===== src/rtl/addsub_acc_stage_pkg.sv =====
// Shared state encoding for the add/sub accumulate stage.
package addsub_acc_stage_pkg;

    localparam logic [1:0] ST_IDLE  = 2'd0;
    localparam logic [1:0] ST_ACCUM = 2'd1;
    localparam logic [1:0] ST_DONE  = 2'd2;

    typedef enum logic [1:0] {
        StIdle  = ST_IDLE,
        StAccum = ST_ACCUM,
        StDone  = ST_DONE
    } state_e;

endpackage


===== src/rtl/acc_add_flags.sv =====
// Combinational WIDTH-bit add with unsigned carry-out and signed overflow.
// Vectors are [0:WIDTH-1], so bit 0 is the MSB.
module acc_add_flags #(
    parameter int unsigned WIDTH = 32
) (
    input  logic [0:WIDTH-1] a_i,
    input  logic [0:WIDTH-1] b_i,
    output logic [0:WIDTH-1] sum_o,
    output logic             carry_o,
    output logic             ovf_o
);

    logic [0:WIDTH] full;

    always_comb begin
        full    = {1'b0, a_i} + {1'b0, b_i};
        sum_o   = full[1:WIDTH];
        carry_o = full[0];
        ovf_o   = (a_i[0] == b_i[0]) && (full[1] != a_i[0]);
    end

endmodule


===== src/rtl/addsub_acc_stage.sv =====
// Streaming reduction stage: sums BURST_LEN add/sub results per output beat and
// reports sticky carry, signed overflow and the number of subtract-op results.
module addsub_acc_stage
    import addsub_acc_stage_pkg::*;
#(
    parameter int unsigned WIDTH     = 32,
    parameter int unsigned BURST_LEN = 4,
    parameter int unsigned CNT_W     = 3
) (
    input  logic             clk_i,
    input  logic             rst_i,
    input  logic             in_valid_i,
    output logic             in_ready_o,
    input  logic [0:WIDTH-1] in_total_i,
    input  logic             in_carry_i,
    input  logic             in_op_i,
    input  logic             acc_clear_i,
    output logic             out_valid_o,
    input  logic             out_ready_i,
    output logic [0:WIDTH-1] out_sum_o,
    output logic             out_carry_o,
    output logic             out_ovf_o,
    output logic [CNT_W-1:0] out_nsub_o
);

    localparam logic [CNT_W-1:0] LastCnt = CNT_W'(BURST_LEN);

    state_e           state_q;
    logic [0:WIDTH-1] acc_q;
    logic [CNT_W-1:0] count_q;
    logic [CNT_W-1:0] nsub_q;
    logic             carry_q;
    logic             ovf_q;
    logic             in_ready_q;
    logic             out_valid_q;

    logic [0:WIDTH-1] sum_d;
    logic             carry_d;
    logic             ovf_d;
    logic [CNT_W-1:0] count_d;
    logic             beat;

    // acc_q is zero whenever the FSM sits in StIdle, so the first beat loads in_total directly.
    acc_add_flags #(
        .WIDTH(WIDTH)
    ) u_add (
        .a_i    (acc_q),
        .b_i    (in_total_i),
        .sum_o  (sum_d),
        .carry_o(carry_d),
        .ovf_o  (ovf_d)
    );

    assign count_d = count_q + CNT_W'(1);
    assign beat    = in_valid_i && in_ready_q;

    always_ff @(posedge clk_i) begin
        if (rst_i) begin
            state_q     <= StIdle;
            acc_q       <= '0;
            count_q     <= '0;
            nsub_q      <= '0;
            carry_q     <= 1'b0;
            ovf_q       <= 1'b0;
            in_ready_q  <= 1'b0;
            out_valid_q <= 1'b0;
        end else begin
            unique case (state_q)
                StIdle, StAccum: begin
                    in_ready_q <= 1'b1;
                    if (acc_clear_i) begin
                        state_q <= StIdle;
                        acc_q   <= '0;
                        count_q <= '0;
                        nsub_q  <= '0;
                        carry_q <= 1'b0;
                        ovf_q   <= 1'b0;
                    end else if (beat) begin
                        acc_q   <= sum_d;
                        count_q <= count_d;
                        nsub_q  <= nsub_q + CNT_W'(!in_op_i);
                        carry_q <= carry_q | carry_d | in_carry_i;
                        ovf_q   <= ovf_q | ovf_d;
                        if (count_d == LastCnt) begin
                            state_q     <= StDone;
                            in_ready_q  <= 1'b0;
                            out_valid_q <= 1'b1;
                        end else begin
                            state_q <= StAccum;
                        end
                    end
                end
                StDone: begin
                    if (out_ready_i) begin
                        state_q     <= StIdle;
                        acc_q       <= '0;
                        count_q     <= '0;
                        nsub_q      <= '0;
                        carry_q     <= 1'b0;
                        ovf_q       <= 1'b0;
                        in_ready_q  <= 1'b1;
                        out_valid_q <= 1'b0;
                    end
                end
                default: begin
                    state_q     <= StIdle;
                    in_ready_q  <= 1'b0;
                    out_valid_q <= 1'b0;
                end
            endcase
        end
    end

    assign in_ready_o  = in_ready_q;
    assign out_valid_o = out_valid_q;
    assign out_sum_o   = acc_q;
    assign out_carry_o = carry_q;
    assign out_ovf_o   = ovf_q;
    assign out_nsub_o  = nsub_q;

endmodule


===== config.mk =====
export PLATFORM = sky130hd
export DESIGN_NAME = addsub_acc_stage
export DESIGN_NICKNAME = d
export VERILOG_FILES = /design/src/rtl/addsub_acc_stage_pkg.sv /design/src/rtl/acc_add_flags.sv /design/src/rtl/addsub_acc_stage.sv
export SDC_FILE = /design/constraint.sdc
export NUM_CORES = 1
export LEC_CHECK = 0
export ABC_AREA = 1
export ABC_CLOCK_PERIOD_IN_PS = 3000
export CORE_UTILIZATION = 40
export CTS_BUF_LIST = sky130_fd_sc_hd__clkbuf_4
export CTS_CLUSTER_SIZE = 25
export DETAILED_ROUTE_END_ITERATION = 6
export GPL_ROUTABILITY_DRIVEN = 0
export REMOVE_ABC_BUFFERS = 1
export SYNTH_ARGS = -nofsm -noshare
export SYNTH_HDL_FRONTEND = slang
export SYNTH_HIERARCHICAL = 1
export SYNTH_SLANG_ARGS = --single-unit

===== constraint.sdc =====
create_clock -name clk_i -period 3 [get_ports clk_i]
set_clock_uncertainty 0.1 [all_clocks]
set_input_delay 0.75 -clock clk_i [delete_from_list [all_inputs] [get_ports clk_i]]
set_output_delay 0.75 -clock clk_i [all_outputs]
set_load 0.05 [all_outputs]

==> results of run 1 <==
-- kinds of logic after synthesis --
group	Yosys count
and+or+nand+nor	368
buffers and inverters	124
AOI/OAI and AO/OA	100
DFF	44
adders and majority gates	37
xor gates and xnor gates	20
-- metrics by stage --
step	hold slack [ps]	util, %	power, W
after CTS	365	51.5	0.00216
after global placement	341	50.7	0.00173
after floorplan	374	-	0.00142
final	365	51.5	0.00214
after detailed placement	344	50.7	0.00174
after global routing	404	51.5	0.00233
-- flip-flops by register name, indices dropped and copies added (netlist names) --
register and count:
out_nsub_o 3, out_carry_o 1, out_valid_o 1, out_sum_o 32
state_q 2, out_ovf_o 1, count_q 3, in_ready_o 1
-- synthesized netlist by cell type, drive strengths merged --
| cell | number | area, sq um |
|---|---|---|
| nand2 | 223 | 877 |
| and3 | 1 | 6.26 |
| nor3 | 7 | 35.0 |
| xor2 | 20 | 175 |
| inv | 112 | 420 |
| o21a | 3 | 22.5 |
| fa | 1 | 20.0 |
| o21bai | 7 | 52.6 |
| a21o | 2 | 15.0 |
| ha | 36 | 450 |
| buf | 12 | 103 |
| nand3b | 2 | 15.0 |
| a21oi | 38 | 190 |
| o21ai | 50 | 254 |
| nor2 | 101 | 392 |
| nand4 | 7 | 43.8 |
| nand3 | 26 | 135 |
| dfxtp | 44 | 881 |
| nor4 | 1 | 6.26 |
-- area by class of cell --
type | instances | area share, %
clock buffers | 5 | 0.738
clock inverters | 3 | 0.910
inverters | 112 | 8.27
multi-input cells | 525 | 52.9
flip-flops and latches | 44 | 17.3
well taps | 133 | 3.27
repair buffers | 85 | 16.6
-- cells in the final DEF, fill, tap and decap left out --
cell	instances
ha_1	36
nand2_2	13
xor2_1	20
nand3_2	1
clkbuf_4	5
nor3_1	7
inv_1	110
dfxtp_1	44
inv_2	2
o21bai_1	7
nand3b_1	2
a21o_1	2
buf_12	1
nand3_1	25
o21ai_1	10
o21ai_2	1
a21oi_1	38
nor4_1	1
nor2_2	2
and3_1	1
o21ai_0	39
nand2_1	209
clkinvlp_4	1
nand4_1	7
nand2_4	1
nor2_1	98
buf_4	7
fa_1	1
clkdlybuf4s50_1	77
nor2_4	1
o21a_1	3
bufinv_16	1
inv_6	1
-- worst paths after layout --
| check | from | endpoint | slack, ps | cells after the start |
|---|---|---|---|---|
| min reg2reg | out_valid_o | out_valid_o | 370 | 2 |
| min | out_valid_o | out_valid_o | 370 | 2 |
| max | in_total_i[14] | out_sum_o[13] | 370 | 9 |
| max reg2reg | out_sum_o[21] | out_ovf_o | 780 | 14 |
-- worst register-to-register path: cells and delay by family (launching register included) --
kind            cells  cell delay (ps)
compound gates      3              590
fa+ha+maj           1              340
buf+inv             2               90
flops               1              360
simple gates        8              690
-- routing by layer --
metal  track usage [%]  vias up  share of wire [%]
met5                 0        -                  0
li1                  -     2327                  -
met2              36.9       89                 42
met4              7.04        0                1.8
met3              2.92       18                4.4
met1              31.2     1899                 52
-- power by group through the flow --
stage	Combinational [W]	Clock, W	Sequential [W]
2_1_floorplan	0.000562	0	0.000857
3_3_place_gp	0.00104	0	0.000695
3_5_place_dp	0.00104	0	0.000696
4_1_cts	0.00105	0.000427	0.000683
5_1_grt	0.00118	0.000457	0.000692
6_report	0.00105	0.000407	0.000682
==> reports/qor.txt, run 1 <==
Synthesized instance count -> 693
Main combinational cell family by area after synthesis -> simple AND/OR/NAND/NOR gates
DRC -> 0
Share of total power in sequential cells -> 31.9%
Clock Root Buffer -> clkbuf_4
DP Cell Count -> 899
Fin crit period -> 2630 ps
Die area -> 0.0106 sq mm
Slew @ Worst Pin -> 526 ps
Static leakage -> 2.56 nW
Post-synthesis adder-cell area fraction -> 11.5%
Synth cell types -> 29
Die Ht -> 103 um
Setup Buffers After CTS -> 0
Status -> complete, no violations
Share of layout cells above drive strength 1 -> 4.78%
CTS tree -> built
Post-CTS resize count -> 0
Final worst slack -> 368 ps
YS warnings -> 6
Internal power -> 0.00120 W
Clk_lat worst skew -> 370 ps
Setup violations, final -> 0
Crit path kind -> in2reg
Hold Crit Class -> reg2reg
Area post-placement -> 0.00500 sq mm
Fin crit share -> 87.7%
Xor and xnor area share after synthesis -> 4.28%
CTS sink cnt -> 44
Fill cells -> 1047
Area delta synth->final -> 24.2%
Vias in the first global route -> 4286
Seq/Total Area, Yosys -> 21.5%
Routed Antenna Nets -> 0
Compound-Gate Fraction of Synth Area -> 13.1%
Critical path, cell by cell -> clkdlybuf4s50_1 > ha_1 > a21oi_1 > o21ai_0 > a21oi_1 > nand3_1 > xor2_1 > o21ai_1 > nor2_1
Fin. Hold Viols -> 0
Setup crit end kind -> flop
Setup crit start kind -> primary input
Final wirelength -> 11000 um
Fmax -> 380 MHz
Simple-gate area share of the yosys netlist -> 36.9%
GRT Util Overall -> 22.7%
Largest net degree at the start of global routing -> 45
Post-Syn Area per Cell -> 5.91 sq um
P_sw -> 0.000941 W
First-pass DRT Iterations -> 4
Clk slew on worst S/H paths -> 150 ps
Worst path bufs/invs -> 1
Slew margin rel. -> 64.8%
Core Area -> 0.00986 sq mm
Critical Path Fanout Max -> 4
Final HPWL DP -> 8940 um
Seq cells post-synth -> 44
Starting DRT DRC Count -> 179
Bufs on Longest Clock Path -> 2
Fin nets -> 849
Layout Cells excl Fill -> 907
Post-synthesis cell area -> 0.00409 sq mm
Net switching fraction of the power -> 44.0%
CTS Buf Count -> 5
Design area -> 0.00508 sq mm
Final TNS setup -> 0 ps
Vias -> 4333
First-pass GRT wire length -> 18900 um
Worst endpoint required time -> 3180 ps
DP Worst Slack -> 9.79 ps
Max-slew violations -> 0
Share of total power in combinational logic -> 49.1%
Diode count -> 0
Power Density -> 421 mW/mm^2
Slowest cell on crit path -> clkdlybuf4s50_1
Number of cell rows -> 36
Via-to-Cell Ratio -> 4.78
DR WL/cell -> 12.1 um
Input/output buffers -> 77
FF+latch area -> 881 sq um
H-tree lvl count -> 2
Critical Path Max Stage Delay -> 420 ps
Gr ovfl total -> 0
RSZ-0062 raised after global routing -> no
Initial antenna violation count -> 0
Number of max-cap violations -> 0
Cell mode on critical path -> a21oi_1
I/O Pins -> 78
Area of the multi-input gates -> 0.00269 sq mm
Cts-stage hold buffer count -> 0
CP delay by family, top -> compound AO/OA/AOI/OAI gates
Die width -> 103 um
VDD IR max -> 193 uV
Starting Density -> 41.5%
Clk pwr share -> 19.0%
Mux contribution to synthesized area -> 0%
CP Data Arrival Time -> 2810 ps
(Power assumes the default switching activity.)
==> inputs of run 2 (changes only) <==
--- a/config.mk
+++ b/config.mk
@@ -12,6 +12,7 @@
 export CTS_CLUSTER_SIZE = 25
 export DETAILED_ROUTE_END_ITERATION = 6
 export GPL_ROUTABILITY_DRIVEN = 0
+export RECOVER_POWER = 25
 export REMOVE_ABC_BUFFERS = 1
 export SYNTH_ARGS = -nofsm -noshare
 export SYNTH_HDL_FRONTEND = slang
==> reports/qor.txt, run 2 (synthesis results as in run 1) <==
Status -> complete, no violations
Vias in the first global route -> 4286 (unchanged)
Setup violations, final -> 0 (unchanged)
Layout Cells excl Fill -> 907 (unchanged)
Most common cell after layout, fill and taps aside -> nand2_1
H-tree lvl count -> 2 (unchanged)
Slew margin rel. -> 51.3% (-14 points)
Initial antenna violation count -> 0 (unchanged)
CTS tree -> built
Clk_lat worst skew -> 380 ps (about the same)
Bufs on Longest Clock Path -> 2 (unchanged)
Power Density -> 421 mW/mm^2 (+0.10%)
RSZ-0062 raised after global routing -> no
Final wirelength -> 11000 um (+0.13%)
Input/output buffers -> 77 (unchanged)
DRC -> 0 (unchanged)
Static leakage -> 2.56 nW (about the same)
Number of max-cap violations -> 0 (unchanged)
First-pass DRT Iterations -> 5 (+1)
GRT Util Overall -> 22.7% (unchanged)
P_sw -> 0.000940 W (about the same)
Hold Crit Class -> reg2reg
CP Data Arrival Time -> 2830 ps (+20 ps)
Via-to-Cell Ratio -> 4.76 (-0.35%)
Met2 Usage GRT -> 36.9% (unchanged)
Post-CTS resize count -> 0 (unchanged)
Final HPWL DP -> 8940 um (unchanged)
Most Crowded Layer GR -> met2
Max reg flops -> 32 (unchanged)
DP Cell Count -> 899 (unchanged)
Routed Antenna Nets -> 0 (unchanged)
Fin crit share -> 88.4% (+0.64 points)
Setup crit end kind -> flop
Clk slew on worst S/H paths -> 150 ps (about the same)
CTS Buf Count -> 5 (unchanged)
Global Route met3 Usage -> 2.92% (unchanged)
Area delta synth->final -> 23.9%
Number of cell rows -> 36 (unchanged)
Setup crit start kind -> primary input
Starting Density -> 41.5% (unchanged)
Max-slew violations -> 0 (unchanged)
Core Area -> 0.00986 sq mm (unchanged)
Cts-stage hold buffer count -> 0 (unchanged)
Most frequent cells in the layout -> nand2_1 (210), inv_1 (110), nor2_1 (99)
Starting DRT DRC Count -> 190 (+6.1%)
I/O Pins -> 78 (unchanged)
DR WL/cell -> 12.1 um (+0.13%)
Setup Buffers After CTS -> 0 (unchanged)
Net switching fraction of the power -> 44.0% (about the same)
Crit path kind -> in2reg
Share of total power in combinational logic -> 49.1% (about the same)
Vias -> 4318 (-0.35%)
Internal power -> 0.00120 W (-0.14%)
Diode count -> 0 (unchanged)
VDD IR max -> 193 uV (about the same)
Final TNS setup -> 0 ps (unchanged)
Die width -> 103 um (unchanged)
Slew @ Worst Pin -> 731 ps (+204 ps)
Critical Path Fanout Max -> 4 (unchanged)
Largest net degree at the start of global routing -> 45 (unchanged)
CTS sink cnt -> 44 (unchanged)
M1 GR Usage -> 31.2% (unchanged)
Die Ht -> 103 um (unchanged)
First-pass GRT wire length -> 18900 um (unchanged)
Die area -> 0.0106 sq mm (unchanged)
Clk pwr share -> 19.0% (about the same)
Worst endpoint required time -> 3180 ps (about the same)
Reg2Reg Setup Slack -> 770 ps (about the same)
Fin. Hold Viols -> 0 (unchanged)
Fin crit period -> 2650 ps (+19.3 ps)
Share of layout cells above drive strength 1 -> 4.39% (-0.39 points)
Share of total power in sequential cells -> 31.9% (about the same)
Gr ovfl total -> 0 (unchanged)
Clock Root Buffer -> clkbuf_4
Fin nets -> 849 (unchanged)
Fmax -> 377 MHz (-0.73%)
-- run 2: worst paths after layout --
path	from	to	depth (start not counted)
setup / recovery	in_total_i[14]	out_sum_o[13]	9
hold / removal	out_valid_o	out_valid_o	2
setup reg to reg	out_sum_o[14]	out_sum_o[13]	8
hold reg to reg	out_valid_o	out_valid_o	2
-- run 2: final cells by class --
type                       count  area, sq um
clock buffer                   5         37.5
clock inverter                 3         46.3
fill                        1050         4790
inverter                     112          420
multi-input combinational    525         2680
sequential                    44          881
tap                          133          166
timing repair buffer          85          841
-- run 2: layer usage --
layer | part of all wire, % | up-vias
met3 | 4.5 | 16
li1 | - | 2325
met2 | 43 | 84
met5 | 0 | -
met4 | 1.3 | 0
met1 | 52 | 1893
-- run 2: power groups by stage --
stage | clock network, W | registers [W] | logic [W]
2_1_floorplan | 0 | 0.000857 | 0.000562
3_3_place_gp | 0 | 0.000695 | 0.00104
3_5_place_dp | 0 | 0.000696 | 0.00104
4_1_cts | 0.000427 | 0.000683 | 0.00105
5_1_grt | 0.000457 | 0.000692 | 0.00118
6_report | 0.000407 | 0.000682 | 0.00105
-- run 2: critical path: stages --
cell and delay [ps]:
clkdlybuf4s50_1 420, ha_1 350, a21oi_1 270, o21ai_0 240, a21oi_1 230, nand3_1 200, xor2_1 190, o21ai_1 130
nor2_1 40
-- run 2: metrics by stage --
stage	power, W	instance area (sq um)	setup WS (ps)	hold slack [ps]	util, %
3_5_place_dp	0.00174	5000	9.79	344	50.7
5_1_grt	0.00233	5070	114	404	51.4
6_report	0.00214	5070	348	365	51.4
4_1_cts	0.00216	5080	420	365	51.5
3_3_place_gp	0.00173	5000	16.5	341	50.7
2_1_floorplan	0.00142	3990	196	374	-
==> inputs of run 3 (changes only) <==
--- a/config.mk
+++ b/config.mk
@@ -7,6 +7,7 @@
 export LEC_CHECK = 0
 export ABC_AREA = 1
 export ABC_CLOCK_PERIOD_IN_PS = 3000
+export CAP_MARGIN = 20
 export CORE_UTILIZATION = 40
 export CTS_BUF_LIST = sky130_fd_sc_hd__clkbuf_4
 export CTS_CLUSTER_SIZE = 25
@@ -16,5 +17,4 @@
 export REMOVE_ABC_BUFFERS = 1
 export SYNTH_ARGS = -nofsm -noshare
 export SYNTH_HDL_FRONTEND = slang
-export SYNTH_HIERARCHICAL = 1
 export SYNTH_SLANG_ARGS = --single-unit
==> reports/qor.txt, run 3 <==
Status -> complete, no violations
Fin nets -> 878 (+3.4%)
Setup violations, final -> 0 (unchanged)
Crit path kind -> in2reg
Starting DRT DRC Count -> 196 (+3.2%)
Area delta synth->final -> 23.2%
Hold Crit Class -> reg2reg
Fin crit period -> 2560 ps (-93.0 ps)
Count leader, synth -> nand2_1
Power Density -> 329 mW/mm^2 (-22%)
Number of max-cap violations -> 0 (unchanged)
Synth cell types -> 36 (+24%)
Post-synth top cells -> nand2_1 (295), inv_1 (124), a21oi_1 (69), dfxtp_1 (44), nor2_1 (44)
Worst path bufs/invs -> 1 (unchanged)
DP Worst Slack -> 53.3 ps (+43.5 ps)
CP Data Arrival Time -> 2740 ps (-90 ps)
Max reg flops -> 32 (unchanged)
Clock Root Buffer -> clkbuf_4
GRT Util Overall -> 24.1% (+1.4 points)
Die width -> 103 um (about the same)
Die Ht -> 103 um (about the same)
Fmax -> 391 MHz (+3.6%)
VDD IR max -> 173 uV (-10%)
Post-Syn Area per Cell -> 5.66 sq um (-4.2%)
Final TNS setup -> 0 ps (unchanged)
Core Area -> 0.00986 sq mm (unchanged)
CP delay by family, top -> simple AND/OR/NAND/NOR gates
Post-CTS resize count -> 0 (unchanged)
Fin. Hold Viols -> 0 (unchanged)
Fin crit share -> 85.3% (-3.1 points)
Synth area leader -> nand2_1
CTS tree -> built
CTS Buf Count -> 5 (unchanged)
Static leakage -> 2.73 nW (+6.5%)
DRC -> 0 (unchanged)
Share of layout cells above drive strength 1 -> 4.11% (-0.28 points)
CTS sink cnt -> 44 (unchanged)
Synthesized instance count -> 724 (+4.5%)
R2R depth -> 11 (+3)
Final worst slack -> 441 ps (+93.0 ps)
Seq/Total Area, Yosys -> 21.5% (-0.026 points)
Input/output buffers -> 77 (unchanged)
Critical Path Max Stage Delay -> 400 ps (-20 ps)
Slew @ Worst Pin -> 603 ps (-128 ps)
Vias -> 4480 (+3.8%)
Post-synthesis cell area -> 0.00410 sq mm (+0.12%)
Cell mode on critical path -> nand2_1
Worst hold path cell count -> 2 (unchanged)
Vias in the first global route -> 4231 (-1.3%)
Synth Flop Type -> dfxtp_1
Via-to-Cell Ratio -> 4.79 (+0.64%)
Die area -> 0.0107 sq mm (+0.13%)
Cts-stage hold buffer count -> 0 (unchanged)
Most common cell after layout, fill and taps aside -> nand2_1
Final HPWL DP -> 9450 um (+5.7%)
First-pass DRT Iterations -> 4 (-1)
Levels on crit path -> 12 (+3)
H-tree lvl count -> 2 (unchanged)
Slew margin rel. -> 59.8% (+8.5 points)
Routed Antenna Nets -> 0 (unchanged)
Seq cells post-synth -> 44 (unchanged)
Diode count -> 0 (unchanged)
Clk_lat worst skew -> 380 ps (about the same)
Post-synth top area share -> 27.0% (+5.5 points)
Critical Path Fanout Max -> 5 (+1)
Largest net degree at the start of global routing -> 30 (-33%)
Gr ovfl total -> 0 (unchanged)
First-pass GRT wire length -> 19600 um (+3.7%)
Setup crit end kind -> flop
Worst endpoint required time -> 3180 ps (about the same)
Max-slew violations -> 0 (unchanged)
Number of cell rows -> 36 (unchanged)
Number of synthesized flops with an enable pin -> 0 (unchanged)
Starting Density -> 41.6% (+0.051 points)
I/O Pins -> 78 (unchanged)
DR WL/cell -> 12.8 um (+5.7%)
Slowest cell on crit path -> clkdlybuf4s50_1
Initial antenna violation count -> 0 (unchanged)
Setup Buffers After CTS -> 0 (unchanged)
Final wirelength -> 12000 um (+9.0%)
Synth area leaders -> nand2_1 (27%), dfxtp_1 (21%), inv_1 (11%)
Bufs on Longest Clock Path -> 2 (unchanged)
Most frequent cells in the layout -> nand2_1 (295), inv_1 (124), a21oi_1 (69)
RSZ-0062 raised after global routing -> no
Clk slew on worst S/H paths -> 160 ps (about the same)
Critical path, cell by cell -> clkdlybuf4s50_1 > ha_1 > fa_1 > nand3_1 > nand3_2 > nand2_1 > nand2_1 > nand2_1 > nand2_2 > or2_2 > nand3_1 > a21oi_1
YS warnings -> 0 (-6)
Fraction of registers with async set/reset -> 0% (unchanged)
Setup crit start kind -> primary input
==> run 3: cell count changes after synthesis, sizes merged, moves of 6 or more <==
cell	delta
xor2	-17
a21oi	+32
inv	+14
o21bai	-6
nand3	+17
nor2	-56
o21ai	-37
nand2	+79
==> run 3: worst reg2reg max path, stage by stage (launching register included) <==
cell	delay [ps]
dfxtp_1	350
ha_1	210
fa_1	400
nand3_1	100
nand3_2	110
nand2_1	80
nand2_1	70
nand2_1	80
nand2_2	80
or2_2	280
nand3_1	70
a21oi_1	70
==> run 3: routing by layer <==
| layer | wire [um] | track usage, % | share of wire, % |
|---|---|---|---|
| met2 | 5060 | 38.4 | 42 |
| met4 | 121 | 6.39 | 1.0 |
| met5 | 0 | 0 | 0 |
| met1 | 5870 | 32.6 | 49 |
| met3 | 936 | 5.65 | 7.8 |
==> run 3: logic make-up after synthesis <==
logic type | Yosys count | synth area share, %
compound gates | 90 | 11.6
buf+inv | 139 | 13.4
fa+ha+maj | 37 | 11.5
simple gates | 411 | 41.4
flops | 44 | 21.5
xor+xnor | 3 | 0.641
==> run 3: final cells by class <==
type | instances | area, sq um
Multi-Input combinational cell | 541 | 2660
Fill cell | 1037 | 4810
Inverter | 127 | 477
Sequential cell | 44 | 881
Timing Repair Buffer | 83 | 813
Clock inverter | 2 | 12.5
Clock buffer | 5 | 37.5
Tap cell | 133 | 166
==> run 3: stage by stage <==
stage / cell area (sq um) / instances / utilization, % / power (W) / hold slack, ps
final: 5050 / 935 / 51.2 / 0.00166 / 371
after global routing: 5050 / 935 / 51.2 / 0.00179 / 408
after CTS: 5060 / 935 / 51.3 / 0.00169 / 377
after detailed placement: 5010 / 928 / 50.8 / 0.00137 / 355
after global placement: 5010 / 928 / 50.8 / 0.00136 / 354
after floorplan: 4030 / 712 / - / 0.00113 / 348
==> run 3: final timing paths <==
| kind | from | end | slack [ps] |
|---|---|---|---|
| hold reg to reg | out_ovf_o | out_ovf_o | 370 |
| setup / recovery | in_total_i[31] | out_sum_o[15] | 440 |
| hold / removal | out_ovf_o | out_ovf_o | 370 |
| setup reg to reg | out_sum_o[31] | out_sum_o[15] | 910 |
==> run 3: power breakdown <==
group | internal [W] | switching [W] | total (W)
Combinational | 0.000253 | 0.000455 | 0.000708
Sequential | 0.000619 | 0.0000289 | 0.000648
Clock | 0.0000861 | 0.000219 | 0.000305
Total | 0.000958 | 0.000703 | 0.00166
